<file path="src/rtl/panda_uart_pkg.sv">
// Shared definitions for the memory-mapped UART transmitter.
// No logic: register offsets, STATUS bit positions, serialiser states.
// No flow control of its own.
package panda_uart_pkg;

    localparam logic [1:0] REG_TXDATA   = 2'd0;
    localparam logic [1:0] REG_STATUS   = 2'd1;
    localparam logic [1:0] REG_BAUD_DIV = 2'd2;

    localparam int ST_BUSY      = 0;
    localparam int ST_FULL      = 1;
    localparam int ST_EMPTY     = 2;
    localparam int ST_OVERFLOW  = 3;
    localparam int ST_COUNT_LSB = 8;

    typedef enum logic [1:0] {
        IDLE,
        START,
        DATA,
        STOP
    } uart_state_e;

endpackage

</file>
<file path="src/rtl/panda_uart_if.sv">
// Core data-port bus shared with data RAM: ce/we/addr/wdata, registered read data.
// Read data appears the cycle after a read access.
// No backpressure: every access completes in one cycle.
interface panda_uart_if;
    logic        ce;
    logic [3:0]  we;
    logic [3:0]  addr;
    logic [31:0] wr_dat;
    logic [31:0] rd_dat;

    modport master (output ce, we, addr, wr_dat, input rd_dat);
    modport slave  (input ce, we, addr, wr_dat, output rd_dat);
endinterface

</file>
<file path="src/rtl/panda_fifo.sv">
// Generic synchronous FIFO with occupancy count; Depth must be a power of two.
// Zero-cycle read: pop_dat always shows the head entry.
// Push ignored when full, pop ignored when empty; caller watches full/empty.
module panda_fifo #(
    parameter int DataWidth = 8,
    parameter int Depth     = 8,
    localparam int PtrW     = $clog2(Depth),
    localparam int CntW     = $clog2(Depth + 1)
) (
    input  logic                 clk_i,
    input  logic                 rst_ni,
    input  logic                 push,
    input  logic [DataWidth-1:0] push_dat,
    input  logic                 pop,
    output logic [DataWidth-1:0] pop_dat,
    output logic                 full,
    output logic                 empty,
    output logic [CntW-1:0]      count
);

    localparam logic [CntW-1:0] FullCnt = CntW'(Depth);

    logic [DataWidth-1:0] mem [Depth];
    logic [PtrW-1:0]      wr_ptr, rd_ptr;
    logic                 push_ok, pop_ok;

    assign full    = (count == FullCnt);
    assign empty   = (count == '0);
    assign push_ok = push && !full;
    assign pop_ok  = pop && !empty;
    assign pop_dat = mem[rd_ptr];

    always_ff @(posedge clk_i) begin
        if (push_ok) begin
            mem[wr_ptr] <= push_dat;
        end
    end

    always_ff @(posedge clk_i or negedge rst_ni) begin
        if (!rst_ni) begin
            wr_ptr <= '0;
            rd_ptr <= '0;
            count  <= '0;
        end else begin
            if (push_ok) wr_ptr <= wr_ptr + 1'b1;
            if (pop_ok)  rd_ptr <= rd_ptr + 1'b1;
            count <= count + CntW'(push_ok) - CntW'(pop_ok);
        end
    end

endmodule

</file>
<file path="src/rtl/panda_uart_tx.sv">
// Memory-mapped 8N1 UART transmitter: register file, TX FIFO, baud counter, serialiser.
// Reads return one cycle after access; first start bit one cycle after the push.
// Never stalls the core: pushes to a full FIFO are dropped and flagged in STATUS.overflow.
module panda_uart_tx
    import panda_uart_pkg::*;
#(
    parameter int          FifoDepth      = 8,
    parameter logic [15:0] DefaultBaudDiv = 16'd868
) (
    input  logic        clk_i,
    input  logic        rst_ni,
    panda_uart_if.slave bus,
    output logic        tx_o,
    output logic        tx_empty_o
);

    localparam int CntW = $clog2(FifoDepth + 1);

    logic            reg_rd, reg_wr, push, pop;
    logic [1:0]      reg_sel;
    logic [7:0]      fifo_dat;
    logic            fifo_full, fifo_empty;
    logic [CntW-1:0] fifo_count;
    logic            overflow_q;
    logic [15:0]     baud_div_q, period;
    logic [31:0]     rd_mux, rd_dat_q;
    uart_state_e     state_q, state_d;
    logic [15:0]     cnt_q, cnt_d;
    logic [2:0]      bit_q, bit_d;
    logic [7:0]      shift_q, shift_d;
    logic            tx_d, tick;
    logic            unused_bits;

    assign reg_sel     = bus.addr[3:2];
    assign reg_rd      = bus.ce && (bus.we == 4'b0000);
    assign reg_wr      = bus.ce && (bus.we != 4'b0000);
    assign push        = reg_wr && (reg_sel == REG_TXDATA) && bus.we[0];
    assign unused_bits = ^{bus.addr[1:0], bus.wr_dat[31:16]};

    panda_fifo #(
        .DataWidth (8),
        .Depth     (FifoDepth)
    ) u_fifo (
        .clk_i    (clk_i),
        .rst_ni   (rst_ni),
        .push     (push),
        .push_dat (bus.wr_dat[7:0]),
        .pop      (pop),
        .pop_dat  (fifo_dat),
        .full     (fifo_full),
        .empty    (fifo_empty),
        .count    (fifo_count)
    );

    always_ff @(posedge clk_i or negedge rst_ni) begin
        if (!rst_ni) begin
            overflow_q <= 1'b0;
            baud_div_q <= DefaultBaudDiv;
            rd_dat_q   <= '0;
        end else begin
            // A drop is judged on the registered full flag; a same-cycle pop does not make room.
            if (push && fifo_full) begin
                overflow_q <= 1'b1;
            end else if (reg_wr && reg_sel == REG_STATUS && bus.we[0] && bus.wr_dat[ST_OVERFLOW]) begin
                overflow_q <= 1'b0;
            end
            if (reg_wr && reg_sel == REG_BAUD_DIV) begin
                if (bus.we[0]) baud_div_q[7:0]  <= bus.wr_dat[7:0];
                if (bus.we[1]) baud_div_q[15:8] <= bus.wr_dat[15:8];
            end
            if (reg_rd) begin
                rd_dat_q <= rd_mux;
            end
        end
    end

    always_comb begin
        rd_mux = '0;
        case (reg_sel)
            REG_STATUS: begin
                rd_mux[ST_BUSY]              = (state_q != IDLE);
                rd_mux[ST_FULL]              = fifo_full;
                rd_mux[ST_EMPTY]             = fifo_empty;
                rd_mux[ST_OVERFLOW]          = overflow_q;
                rd_mux[ST_COUNT_LSB +: 8]    = 8'(fifo_count);
            end
            REG_BAUD_DIV: rd_mux[15:0] = baud_div_q;
            default: ;
        endcase
    end

    assign bus.rd_dat = rd_dat_q;
    assign tx_empty_o = fifo_empty && (state_q == IDLE);

    // Period is sampled only on reload, so divider writes land on the next bit boundary.
    assign period = (baud_div_q == 16'd0) ? 16'd1 : baud_div_q;
    assign tick   = (cnt_q == 16'd1);

    always_ff @(posedge clk_i or negedge rst_ni) begin
        if (!rst_ni) begin
            state_q <= IDLE;
            cnt_q   <= '0;
            bit_q   <= '0;
            shift_q <= '0;
            tx_o    <= 1'b1;
        end else begin
            state_q <= state_d;
            cnt_q   <= cnt_d;
            bit_q   <= bit_d;
            shift_q <= shift_d;
            tx_o    <= tx_d;
        end
    end

    always_comb begin
        state_d = state_q;
        cnt_d   = cnt_q;
        bit_d   = bit_q;
        shift_d = shift_q;
        pop     = 1'b0;
        case (state_q)
            IDLE: begin
                if (!fifo_empty) begin
                    pop     = 1'b1;
                    shift_d = fifo_dat;
                    cnt_d   = period;
                    state_d = START;
                end
            end
            START: begin
                if (tick) begin
                    cnt_d   = period;
                    bit_d   = 3'd0;
                    state_d = DATA;
                end else begin
                    cnt_d = cnt_q - 16'd1;
                end
            end
            DATA: begin
                if (tick) begin
                    cnt_d = period;
                    if (bit_q == 3'd7) begin
                        state_d = STOP;
                    end else begin
                        bit_d   = bit_q + 3'd1;
                        shift_d = shift_q >> 1;
                    end
                end else begin
                    cnt_d = cnt_q - 16'd1;
                end
            end
            STOP: begin
                if (tick) begin
                    if (!fifo_empty) begin
                        pop     = 1'b1;
                        shift_d = fifo_dat;
                        cnt_d   = period;
                        state_d = START;
                    end else begin
                        state_d = IDLE;
                    end
                end else begin
                    cnt_d = cnt_q - 16'd1;
                end
            end
        endcase
        // Line level follows the next state so tx_o comes straight from a flop.
        case (state_d)
            START:   tx_d = 1'b0;
            DATA:    tx_d = shift_d[0];
            default: tx_d = 1'b1;
        endcase
    end

endmodule

</file>
<file path="src/flat_wrapper.sv">
// flat-port wrapper written by rule: the top's interface ports become plain ports
module panda_uart_tx_flat import panda_uart_pkg::*;
#(
    parameter int          FifoDepth      = 8,
    parameter logic [15:0] DefaultBaudDiv = 16'd868
)
  (clk_i, rst_ni, tx_o, tx_empty_o, bus_ce, bus_we, bus_addr, bus_wr_dat, bus_rd_dat);
  panda_uart_if bus_i ();
  input  logic clk_i;
  input  logic rst_ni;
  output logic tx_o;
  output logic tx_empty_o;
  input wire logic [$bits(bus_i.ce)-1:0] bus_ce;
  input wire logic [$bits(bus_i.we)-1:0] bus_we;
  input wire logic [$bits(bus_i.addr)-1:0] bus_addr;
  input wire logic [$bits(bus_i.wr_dat)-1:0] bus_wr_dat;
  output wire logic [$bits(bus_i.rd_dat)-1:0] bus_rd_dat;
  assign bus_i.ce = bus_ce;
  assign bus_i.we = bus_we;
  assign bus_i.addr = bus_addr;
  assign bus_i.wr_dat = bus_wr_dat;
  assign bus_rd_dat = bus_i.rd_dat;
  panda_uart_tx #(.FifoDepth(FifoDepth), .DefaultBaudDiv(DefaultBaudDiv)) u_core (.clk_i(clk_i), .rst_ni(rst_ni), .bus(bus_i), .tx_o(tx_o), .tx_empty_o(tx_empty_o));
endmodule
</file>
<file path="config.mk">
export PLATFORM = sky130hd
export DESIGN_NAME = panda_uart_tx_flat
export DESIGN_NICKNAME = d
export VERILOG_FILES = /design/src/rtl/panda_uart_pkg.sv /design/src/rtl/panda_uart_if.sv /design/src/rtl/panda_fifo.sv /design/src/rtl/panda_uart_tx.sv /design/src/flat_wrapper.sv
export SDC_FILE = /design/constraint.sdc
export NUM_CORES = 1
export LEC_CHECK = 0
export ABC_CLOCK_PERIOD_IN_PS = 4900
export BUFFER_PORTS_ARGS = -buffer_cell sky130_fd_sc_hd__buf_2
export CAP_MARGIN = 20
export CORE_MARGIN = 2
export CORE_UTILIZATION = 25
export CTS_CLUSTER_DIAMETER = 120
export CTS_CLUSTER_SIZE = 30
export DETAILED_ROUTE_END_ITERATION = 10
export PLACE_DENSITY = 0.39
export SLEW_MARGIN = 10
export SYNTH_ARGS = -nofsm -noshare
export SYNTH_HDL_FRONTEND = slang
export SYNTH_SLANG_ARGS = --single-unit
</file>
<file path="constraint.sdc">
create_clock -name clk_i -period 4.9 [get_ports clk_i]
set_clock_uncertainty 0.1 [all_clocks]
set_input_delay 0.245 -clock clk_i [delete_from_list [all_inputs] [get_ports clk_i]]
set_output_delay 0.245 -clock clk_i [all_outputs]
set_load 0.02 [all_outputs]
</file>
==> results of run 1 <==
==> layout by cell type, fill, tap and decap left out, drive strengths merged, types with 5 or more instances in the layout <==
cell type    netlist  routed
a21oi             11      11
a22o              11      11
buf               24      44
clkbuf            17      18
conb               1      16
dfrtp             67      67
dfstp              6       6
dlygate4sd3        0       9
edfxtp            64      64
ha                20      20
inv               17      24
mux2              22      22
mux2i             12      12
mux4              16      16
nand2             70      70
nand2b             5       5
nand3              8       8
nor2              26      26
nor2b              7       7
nor3              10      10
nor4              12      12
o21ai             53      53
o22ai              7       7
xnor2              6       6
xor2               6       6
==> what timing repair did <==
action,in CTS,in global routing
buffers inserted,0,0
hold buffers,9,0
hold endpoints to repair,75,0
==> per-stage QoR <==
stage               std cells  setup WS [ns]  utilization  hold WS, ns  cell area, µm²
CTS                       943           1.37        0.300       0.0214            7830
finish                    943           1.44        0.300       0.0345            7830
global route              943           1.12        0.300       0.0320            7830
floorplan                 564           2.14            -       -0.151            6740
global placement          902           1.46        0.274        0.365            7160
detailed placement        902           1.38        0.274        0.367            7160
==> registers in the layout, summed over array words and instances (netlist names), 2 cells and up <==
name                  count
u_core.baud_div_q        16
u_core.bit_q              3
u_core.bus.rd_dat        16
u_core.cnt_q             16
u_core.shift_q            8
u_core.state_q            2
u_core.u_fifo.count       4
u_core.u_fifo.mem        64
u_core.u_fifo.rd_ptr      3
u_core.u_fifo.wr_ptr      3
==> where the power goes <==
part / total (mW) / switching (mW) / internal [mW]
clock network: 1.28 / 0.519 / 0.762
logic: 1.34 / 0.737 / 0.608
registers: 1.69 / 0.280 / 1.41
==> final cells by class <==
cell class / count / area [µm²] / share of cell area
clock buffers: 18 / 429 / 0.0548
inverters: 17 / 63.8 / 0.00815
well taps: 335 / 419 / 0.0535
multi-input cells: 369 / 2690 / 0.343
flip-flops and latches: 137 / 3760 / 0.479
clock inverters: 14 / 159 / 0.0203
repair buffers: 53 / 318 / 0.0406
==> logic make-up (layout without fill, tap and decap cells) <==
kind of cell             count (synthesis)  in the layout
other                                    1             16
flip-flops                             137            137
XOR/XNOR                                12             12
AO/OA/AOI/OAI                          112            112
buffers and inverters                   58            102
multiplexers                            50             50
AND/OR/NAND/NOR                        158            158
adder cells (fa/ha/maj)                 21             21
==> how the worst max path moves through the flow <==
stage | cells past startpoint | endpoint | slack [ns]
6_report | 11 | u_core.u_fifo.count[3] | 1.44
4_1_cts | 12 | u_core.u_fifo.count[3] | 1.37
5_1_grt | 10 | u_core.u_fifo.count[3] | 1.12
3_5_place_dp | 12 | u_core.u_fifo.count[3] | 1.38
3_3_place_gp | 12 | u_core.u_fifo.count[3] | 1.46
2_1_floorplan | 11 | u_core.u_fifo.count[2] | 2.14
==> worst max-delay path: cells and delay by family, from the launching register on <==
family | cells | cell delay (ns)
adders and majority gates | 3 | 0.67
and+or+nand+nor | 3 | 1.39
AOI/OAI and AO/OA | 3 | 0.55
xor gates and xnor gates | 1 | 0.16
DFF | 1 | 0.45
buffers and inverters | 1 | 0.06
==> routing by layer <==
metal  part of all wire  track usage  wire (µm)
met1               0.47        0.161       7670
met2               0.49        0.197       7930
met3              0.026       0.0210        429
met4              0.011       0.0423        173
met5                  0            0          0
==> qor.txt, run 1 <==
Post-synthesis xor/xnor area fraction - 0.0157
Number of synthesized flops with an enable pin - 64
Critical Path Source - u_core.cnt_q[0]
Drt total wl - 16,200 µm
Post-synthesis sequential area ratio - 0.562
Hold path endpoint - u_core.u_fifo.mem[4][0]
Final hold violation count - 0
Max cap viols - 0
Critical Path AT - 3.70 ns
Mux contribution to synthesized area - 0.109
Compound-Gate Fraction of Synth Area - 0.108
Initial core utilization - 0.256
Final Total Pwr - 4.32 mW
Critical Path Start Type - flop
Post-detailed-route DRC marker count - 4
DRT antenna net count - 0
Vias in the first global route - 4,558
Syn Inst Count - 549
Die Span Y - 168 µm
CP most frequent cell - ha_1
Via count - 4,407
Worst skew pair latency - 0.41 ns
H-tree depth - 4
Max stage delay on crit path - 0.60 ns
IO Count - 77
CP Class - flop to flop
Post-Synth Simple-Gate Area - 0.118
CP endpoint kind - flop
Main combinational cell family by area after synthesis - simple AND/OR/NAND/NOR gates
HPWL after detailed placement - 11,200 µm
Slew @ Worst Pin - 1.04 ns
LEAKAGE - 3.06 nW
Period utilization - 0.706
Clk sink count - 137
PwrDens - 551 nW/µm²
Final setup viols - 0
First-pass GRT wire length - 25,900 µm
R2R depth - 11
CP max FO - 15
Worst Hold Class - input pin to flop
Area Growth Syn to Fin - 17.2%
Vias/cell - 4.67
Syn_area_per_cell - 12.2 µm²
Chip width - 168 µm
Final Max Tran Viols - 0
Pre-antenna DRT Iters - 7
Failing checks - DRC
Hold Startpoint - bus_wr_dat[0]
Seq cells post-synth - 137
Post-Synth Adder-Cell Area - 0.0404
Synthesized area - 6690 µm²
Setup TNS Final - 0 ns
Grt total ovfl - 0
Nets - 659
Core area - 26,100 µm²
Gpl congestion - 0.773
Dominant synthesized flop cell - dfrtp_1
Area leader, netlist - edfxtp_1
Clk buf depth - 2
Clock slew at reported path FFs - 0.06 ns
Largest net degree at the start of global routing - 74
Reg2reg end - u_core.u_fifo.count[3]
Status - complete, but fails checks
Max Freq - 0.289 GHz
Critical R2R Launch - u_core.cnt_q[0]
Total CTS buffers - 17
Synth warnings - 0
Worst path cell trace - ha_1 -> nor4b_2 -> and4_1 -> a22oi_1 -> nor2_1 -> ha_1 -> inv_1 -> ha_1 -> a21o_1 -> a21oi_1 -> xor2_1
Die area - 28,100 µm²
Initial antenna violation count - 0
# fillers - 2,656
Root buffer cell - clkbuf_16
Most frequent cell after synthesis - nand2_1
Post-synth ARST share - 0.533
WP data required - 5.14 ns
Synth top area share - 0.287
Detailed Route Iter0 Violations - 310
Tot GR Track Use - 0.120
Routed len/inst - 17.2 µm
Count of cell types in the netlist - 62
Buffers on Ports - 42
# rows - 59
Unrepaired setup endpoints after global routing - false
Share of cells above drive strength 1 - 0.212
Flop2flop setup slack - 1.44 ns
Worst VDD drop - 0.252 mV
Dominant cells by area after synthesis - edfxtp_1 29%, dfrtp_1 25%, mux4_2 5.4%
Slowest cell on the critical path - and4_1
Relative slew slack - 0.306
CTS tree - yes
Diodes inserted - 0
Post-synth top cells - 70 x nand2_1, 67 x dfrtp_1, 64 x edfxtp_1
Tmin final - 3.46 ns
Post-CTS sizing - 0
Hold depth - 1
Note: power is estimated with default switching activity, not from simulation.
==> run 2: changes to the inputs <==
ABC_CLOCK_PERIOD_IN_PS = 3500   (was 4900)
clock period = 3.5 ns   (was 4.9 ns; I/O delays follow)
==> qor.txt, run 2 (synthesis results as in run 1) <==
Fin util - 0.306 (was 0.300)
Die area - 28,100 µm² (unchanged)
Critical Path AT - 3.16 ns (was 3.70 ns)
Root buffer cell - clkbuf_16 (unchanged)
Share of cells above drive strength 1 - 0.226 (was 0.212)
First-pass GRT wire length - 26,400 µm (was 25,900 µm)
Diodes inserted - 0 (unchanged)
Max reg flops - 64 (unchanged)
Slowest cell on the critical path - nor4_1 (was and4_1)
Tmin final - 2.92 ns (was 3.46 ns)
Die Span Y - 168 µm (unchanged)
Final Max Tran Viols - 0 (unchanged)
Chip width - 168 µm (unchanged)
PwrDens - 744 nW/µm² (was 551 nW/µm²)
# fillers - 2,705 (was 2,656)
Area Growth Syn to Fin - 19.6% (was 17.2%)
IO Count - 77 (unchanged)
Clk buf depth - 2 (unchanged)
Grt total ovfl - 0 (unchanged)
Clk sink count - 137 (unchanged)
CP most frequent cell - ha_1 (unchanged)
WP data required - 3.74 ns (was 5.14 ns)
Sequential cell area - 3760 µm² (unchanged)
Max cap viols - 0 (unchanged)
Multi-input gate area - 2680 µm² (was 2690 µm²)
Pre-antenna DRT Iters - 7 (unchanged)
Max Freq - 0.342 GHz (was 0.289 GHz)
H-tree depth - 4 (unchanged)
R2R depth - 11 (unchanged)
Vias in the first global route - 4,632 (was 4,558)
Worst VDD drop - 0.342 mV (was 0.252 mV)
Gpl congestion - 0.769 (was 0.773)
LEAKAGE - 3.15 nW (was 3.06 nW)
Drt total wl - 16,500 µm (was 16,200 µm)
Detailed Route Iter0 Violations - 181 (was 310)
Reg2reg end - u_core.u_fifo.count[3] (unchanged)
Failing checks - DRC (unchanged)
Core area - 26,100 µm² (unchanged)
Largest net degree at the start of global routing - 74 (unchanged)
Critical Path Start Type - flop (unchanged)
Worst path cell trace - nor4_1 -> and4_1 -> a22oi_1 -> nor2_1 -> buf_4 -> ha_1 -> inv_1 -> ha_1 -> a21o_1 -> a21oi_1 -> xor2_1 (was ha_1 -> nor4b_2 -> and4_1 -> a22oi_1 -> nor2_1 -> ha_1 -> inv_1 -> ha_1 -> a21o_1 -> a21oi_1 -> xor2_1)
Slew @ Worst Pin - 0.968 ns (was 1.04 ns)
Critical R2R Launch - u_core.cnt_q[12] (was u_core.cnt_q[0])
HPWL after detailed placement - 11,500 µm (was 11,200 µm)
Total CTS buffers - 17 (unchanged)
CTS tree - yes (unchanged)
Critical Path Source - u_core.cnt_q[12] (was u_core.cnt_q[0])
Commonest non-fill, non-tap cell in the layout - nand2_1 (unchanged)
Post-detailed-route DRC marker count - 4 (unchanged)
Worst Hold Class - input pin to flop (unchanged)
Clock slew at reported path FFs - 0.07 ns (was 0.06 ns)
Worst skew pair latency - 0.42 ns (was 0.41 ns)
Hold depth - 4 (was 1)
Initial core utilization - 0.256 (unchanged)
Buffers on Ports - 42 (unchanged)
Relative slew slack - 0.355 (was 0.306)
Largest Register - u_core.u_fifo.mem (unchanged)
Nets - 685 (was 659)
Final setup viols - 0 (unchanged)
Status - complete, but fails checks (unchanged)
Final hold violation count - 0 (unchanged)
Final Total Pwr - 5.95 mW (was 4.32 mW)
Via count - 4,520 (was 4,407)
Unrepaired setup endpoints after global routing - false (unchanged)
CP max FO - 6 (was 15)
Routed len/inst - 17.0 µm (was 17.2 µm)
Setup TNS Final - 0 ns (unchanged)
Most frequent cells in the layout - 70 x nand2_1, 67 x dfrtp_1, 64 x edfxtp_1 (unchanged)
Initial antenna violation count - 0 (unchanged)
Tot GR Track Use - 0.123 (was 0.120)
Period utilization - 0.835 (was 0.706)
Vias/cell - 4.67 (about the same)
Max stage delay on crit path - 0.55 ns (was 0.60 ns)
Critical Path End - u_core.u_fifo.count[3] (unchanged)
CP Class - flop to flop (unchanged)
# rows - 59 (unchanged)
CP endpoint kind - flop (unchanged)
Flop2flop setup slack - 0.58 ns (was 1.44 ns)
DRT antenna net count - 0 (unchanged)
# Post-CTS Setup Buffers - 0 (unchanged)
## run 2: cell count changes in the layout (fill, tap and decap cells not counted), sizes merged
cell / before / now
buf: 44 / 60
dlygate4sd3: 9 / 19
bufinv: 2 / 0
clkinvlp: 2 / 4
clkbuf: 18 / 17
clkinv: 3 / 2
inv: 24 / 25
## run 2: what timing repair did
action	in CTS	in global routing
hold buffers	19	0
endpoints found under the hold margin	140	0
resized for setup	0	0
## run 2: final cells by class
cell class,count,share of cell area
Clock inverter,14,0.0142
Clock buffer,17,0.0532
Inverter,17,0.00798
Timing Repair Buffer,79,0.0673
Sequential cell,137,0.470
Tap cell,335,0.0524
Multi-Input combinational cell,369,0.335
## run 2: how the worst min path moves through the flow
stage / slack, ns / startpoint / to
3_3_place_gp: 0.30 / rst_ni / u_core.bus.rd_dat[7]
3_5_place_dp: 0.30 / rst_ni / u_core.bus.rd_dat[7]
5_1_grt: 0.06 / bus_we[2] / u_core.bus.rd_dat[2]
2_1_floorplan: -0.22 / rst_ni / u_core.baud_div_q[0]
4_1_cts: 0.003 / bus_ce / u_core.overflow_q
6_report: 0.02 / bus_we[2] / u_core.bus.rd_dat[2]
## run 2: per-stage QoR
stage	setup WS (ns)	hold WS [ns]	cell area, µm²	cells
final	0.577	0.0153	8000	968
after global routing	0.302	0.0579	8000	968
after CTS	0.513	0.00303	8000	968
after detailed placement	0.573	0.299	7270	918
after global placement	0.540	0.299	7270	918
after floorplan	0.743	-0.221	6740	564
## run 2: power by group
part	switching, mW	internal (mW)	leakage (nW)
combinational	1.03	0.896	1.39
clock	0.739	0.920	0.255
sequential	0.392	1.98	1.50
total	2.16	3.79	3.15
## run 2: metal layers
metal	global-route usage	up-vias	wire [µm]
met1	0.167	2286	7870
met5	0	-	0
met3	0.0227	13	419
met2	0.197	76	7980
li1	-	2145	-
met4	0.0423	0	202
## run 2: critical path: cells and delay by family (launching register included)
family                     cells  cell delay (ns)
AOI/OAI and AO/OA              3             0.49
and+or+nand+nor                3             1.02
adders and majority gates      2             0.42
buffers and inverters          2             0.22
xor gates and xnor gates       1             0.16
DFF                            1             0.44
==> run 3: changes to the inputs <==
ABC_AREA = 1   (was default)
ABC_CLOCK_PERIOD_IN_PS = 2600   (was 3500)
PLACE_DENSITY = 0.4   (was 0.39)
clock period = 2.6 ns   (was 3.5 ns; I/O delays follow)
==> qor.txt, run 3 <==
Vias in the first global route - 5,483 (was 4,632)
CP endpoint kind - flop (unchanged)
Critical Path AT - 2.64 ns (was 3.16 ns)
H-tree depth - 4 (unchanged)
Final hold violation count - 0 (unchanged)
Syn_area_per_cell - 9.34 µm² (was 12.2 µm²)
Final setup viols - 0 (unchanged)
Most frequent cell after synthesis - nand2_1 (unchanged)
Largest net degree at the start of global routing - 45 (was 74)
Critical Path Start Type - flop (unchanged)
Worst skew pair latency - 0.43 ns (was 0.42 ns)
Initial antenna violation count - 0 (unchanged)
Total CTS buffers - 17 (unchanged)
Worst VDD drop - 0.405 mV (was 0.342 mV)
CP Class - flop to flop (unchanged)
Core area - 28,000 µm² (was 26,100 µm²)
Via count - 5,462 (was 4,520)
Drt total wl - 20,000 µm (was 16,500 µm)
Nets - 919 (was 685)
First-pass GRT wire length - 31,600 µm (was 26,400 µm)
Met3 Track Usage GR - 0.0215 (was 0.0227)
DP Area - 7900 µm² (was 7270 µm²)
Clk buf depth - 2 (unchanged)
Hold slack - 0.0221 ns (was 0.0153 ns)
Die area - 30,000 µm² (was 28,100 µm²)
Final std cells w/o fill - 1,246 (was 968)
CP max FO - 5 (was 6)
Initial core utilization - 0.256 (about the same)
Clk sink count - 137 (unchanged)
Synth warnings - 0 (unchanged)
Worst path cell trace - ha_4 -> inv_1 -> nor2_1 -> nand2_1 -> nor2_4 -> nand3_4 -> nand2_4 -> nand2_4 -> nor2_8 -> ha_4 -> inv_1 -> ha_2 -> fa_2 (was nor4_1 -> and4_1 -> a22oi_1 -> nor2_1 -> buf_4 -> ha_1 -> inv_1 -> ha_1 -> a21o_1 -> a21oi_1 -> xor2_1)
Synthesized area - 7170 µm² (was 6690 µm²)
Final Max Tran Viols - 0 (unchanged)
Critical path buffers and inverters - 2 (unchanged)
Unrepaired setup endpoints after global routing - false (unchanged)
Count of cell types in the netlist - 50 (was 62)
Syn Inst Count - 767 (was 549)
Area leader, netlist - edfxtp_1 (unchanged)
Grt met1 use - 0.191 (was 0.167)
Pre-antenna DRT Iters - 6 (was 7)
Root buffer cell - clkbuf_16 (unchanged)
Tmin final - 2.44 ns (was 2.92 ns)
Fin area - 8760 µm² (was 8000 µm²)
Dominant synthesized flop cell - dfrtp_1 (unchanged)
Die Span Y - 173 µm (was 168 µm)
PwrDens - 759 nW/µm² (was 744 nW/µm²)
Seq cells post-synth - 137 (unchanged)
Share of cells above drive strength 1 - 0.202 (was 0.226)
Max cap viols - 0 (unchanged)
Post-synthesis sequential area ratio - 0.524 (was 0.562)
Met2 Usage GRT - 0.219 (was 0.197)
Tot GR Track Use - 0.137 (was 0.123)
CTS tree - yes (unchanged)
Setup TNS Final - 0 ns (unchanged)
Number of synthesized flops with an enable pin - 64 (unchanged)
HPWL after detailed placement - 13,800 µm (was 11,500 µm)
Worst Hold Class - input pin to flop (unchanged)
Dominant cells by area after synthesis - edfxtp_1 27%, dfrtp_1 23%, nand2_1 5.9% (was edfxtp_1 29%, dfrtp_1 25%, mux4_2 5.4%)
Detailed Route Iter0 Violations - 317 (was 181)
Max stage delay on crit path - 0.42 ns (was 0.55 ns)
Buffers on Ports - 42 (unchanged)
Post-detailed-route DRC marker count - 0 (was 4)
LEAKAGE - 3.74 nW (was 3.15 nW)
Final Total Pwr - 6.65 mW (was 5.95 mW)
Area Growth Syn to Fin - 22.2% (was 19.6%)
Max Freq - 0.409 GHz (was 0.342 GHz)
Slowest cell on the critical path - dfrtp_1 (was nor4_1)
Synth top area share - 0.268 (was 0.287)
GRT busiest layer - met2 (unchanged)
DRT antenna net count - 0 (unchanged)
Vias/cell - 4.38 (was 4.67)
WP data required - 2.80 ns (was 3.74 ns)
Cells after DPL - 1,191 (was 918)
Diodes inserted - 0 (unchanged)
Chip width - 173 µm (was 168 µm)
Commonest non-fill, non-tap cell in the layout - nand2_1 (unchanged)
# rows - 61 (was 59)
Routed len/inst - 16.1 µm (was 17.0 µm)
Post-synth ARST share - 0.533 (unchanged)
IO Count - 77 (unchanged)
Period utilization - 0.939 (was 0.835)
Clock slew at reported path FFs - 0.07 ns (about the same)
Largest Register - u_core.u_fifo.mem (unchanged)
Most frequent cells in the layout - 112 x nand2_1, 97 x nor2_1, 76 x inv_1, 76 x o21ai_0, 67 x dfrtp_1 (was 70 x nand2_1, 67 x dfrtp_1, 64 x edfxtp_1)
Grt total ovfl - 0 (unchanged)
Status - finished clean (was complete, but fails checks)
Gpl congestion - 0.764 (was 0.769)
Max reg flops - 64 (unchanged)
Post-synth top cells - 112 x nand2_1, 97 x nor2_1, 77 x inv_1 (was 70 x nand2_1, 67 x dfrtp_1, 64 x edfxtp_1)
Family with the most delay on the worst path - adder cells (was simple AND/OR/NAND/NOR gates)
==> run 3: area by class of cell <==
class / count / area, µm²
fillers: 2979 / 19300
well taps: 378 / 473
flip-flops and latches: 137 / 3760
clock buffers: 17 / 425
clock inverters: 15 / 173
multi-input cells: 519 / 2920
repair buffers: 97 / 698
inverters: 83 / 317
==> run 3: metrics by stage <==
stage | worst slack (ns) | utilization
floorplan | 0.228 | -
global placement | 0.151 | 0.282
CTS | 0.140 | 0.310
finish | 0.158 | 0.313
global route | 0.0101 | 0.313
detailed placement | 0.154 | 0.282
==> run 3: metal layers <==
layer,wire (µm),share of wire
met5,0,0
met4,244,0.012
met3,394,0.020
met2,9350,0.47
met1,10000,0.50
==> run 3: power breakdown <==
| part | switching, mW | total, mW | internal, mW |
|---|---|---|---|
| sequential | 0.274 | 2.89 | 2.61 |
| combinational | 0.807 | 1.31 | 0.500 |
| clock | 1.08 | 2.45 | 1.37 |
| total | 2.16 | 6.65 | 4.48 |
==> run 3: cell families (layout without fill, tap and decap cells) <==
logic type	count (synthesis)	in the layout	share of synthesized area
AOI/OAI and AO/OA	152	152	0.129
adders and majority gates	21	21	0.0377
buffers and inverters	126	212	0.0817
muxes	3	3	0.00471
and+or+nand+nor	309	309	0.201
DFF	137	137	0.524
xor gates and xnor gates	18	18	0.0220
other	1	16	0.000523
==> run 3: worst paths after layout <==
check | from | cells after the start | endpoint | slack, ns
setup / recovery | u_core.cnt_q[0] | 13 | u_core.u_fifo.count[1] | 0.16
max in group asynchronous | rst_ni | 3 | u_core.tx_o | 1.65
hold reg to reg | u_core.bit_q[1] | 2 | u_core.bit_q[1] | 0.38
min in group asynchronous | rst_ni | 2 | u_core.bus.rd_dat[10] | 0.08
hold / removal | bus_ce | 4 | u_core.overflow_q | 0.02
setup reg to reg | u_core.cnt_q[0] | 13 | u_core.u_fifo.count[1] | 0.16
==> run 3: worst min-delay path: cells and delay by family <==
family | cells | cell delay [ns]
buffers and inverters | 1 | 0.12
AND/OR/NAND/NOR | 2 | 0.15
AO/OA/AOI/OAI | 1 | 0.09
==> run 3: what timing repair did <==
action                     CTS  global route
buffers inserted             0             4
setup endpoints to repair    0             2
hold endpoints to repair   148             0
hold buffers                19             0
gates resized for setup      0             7
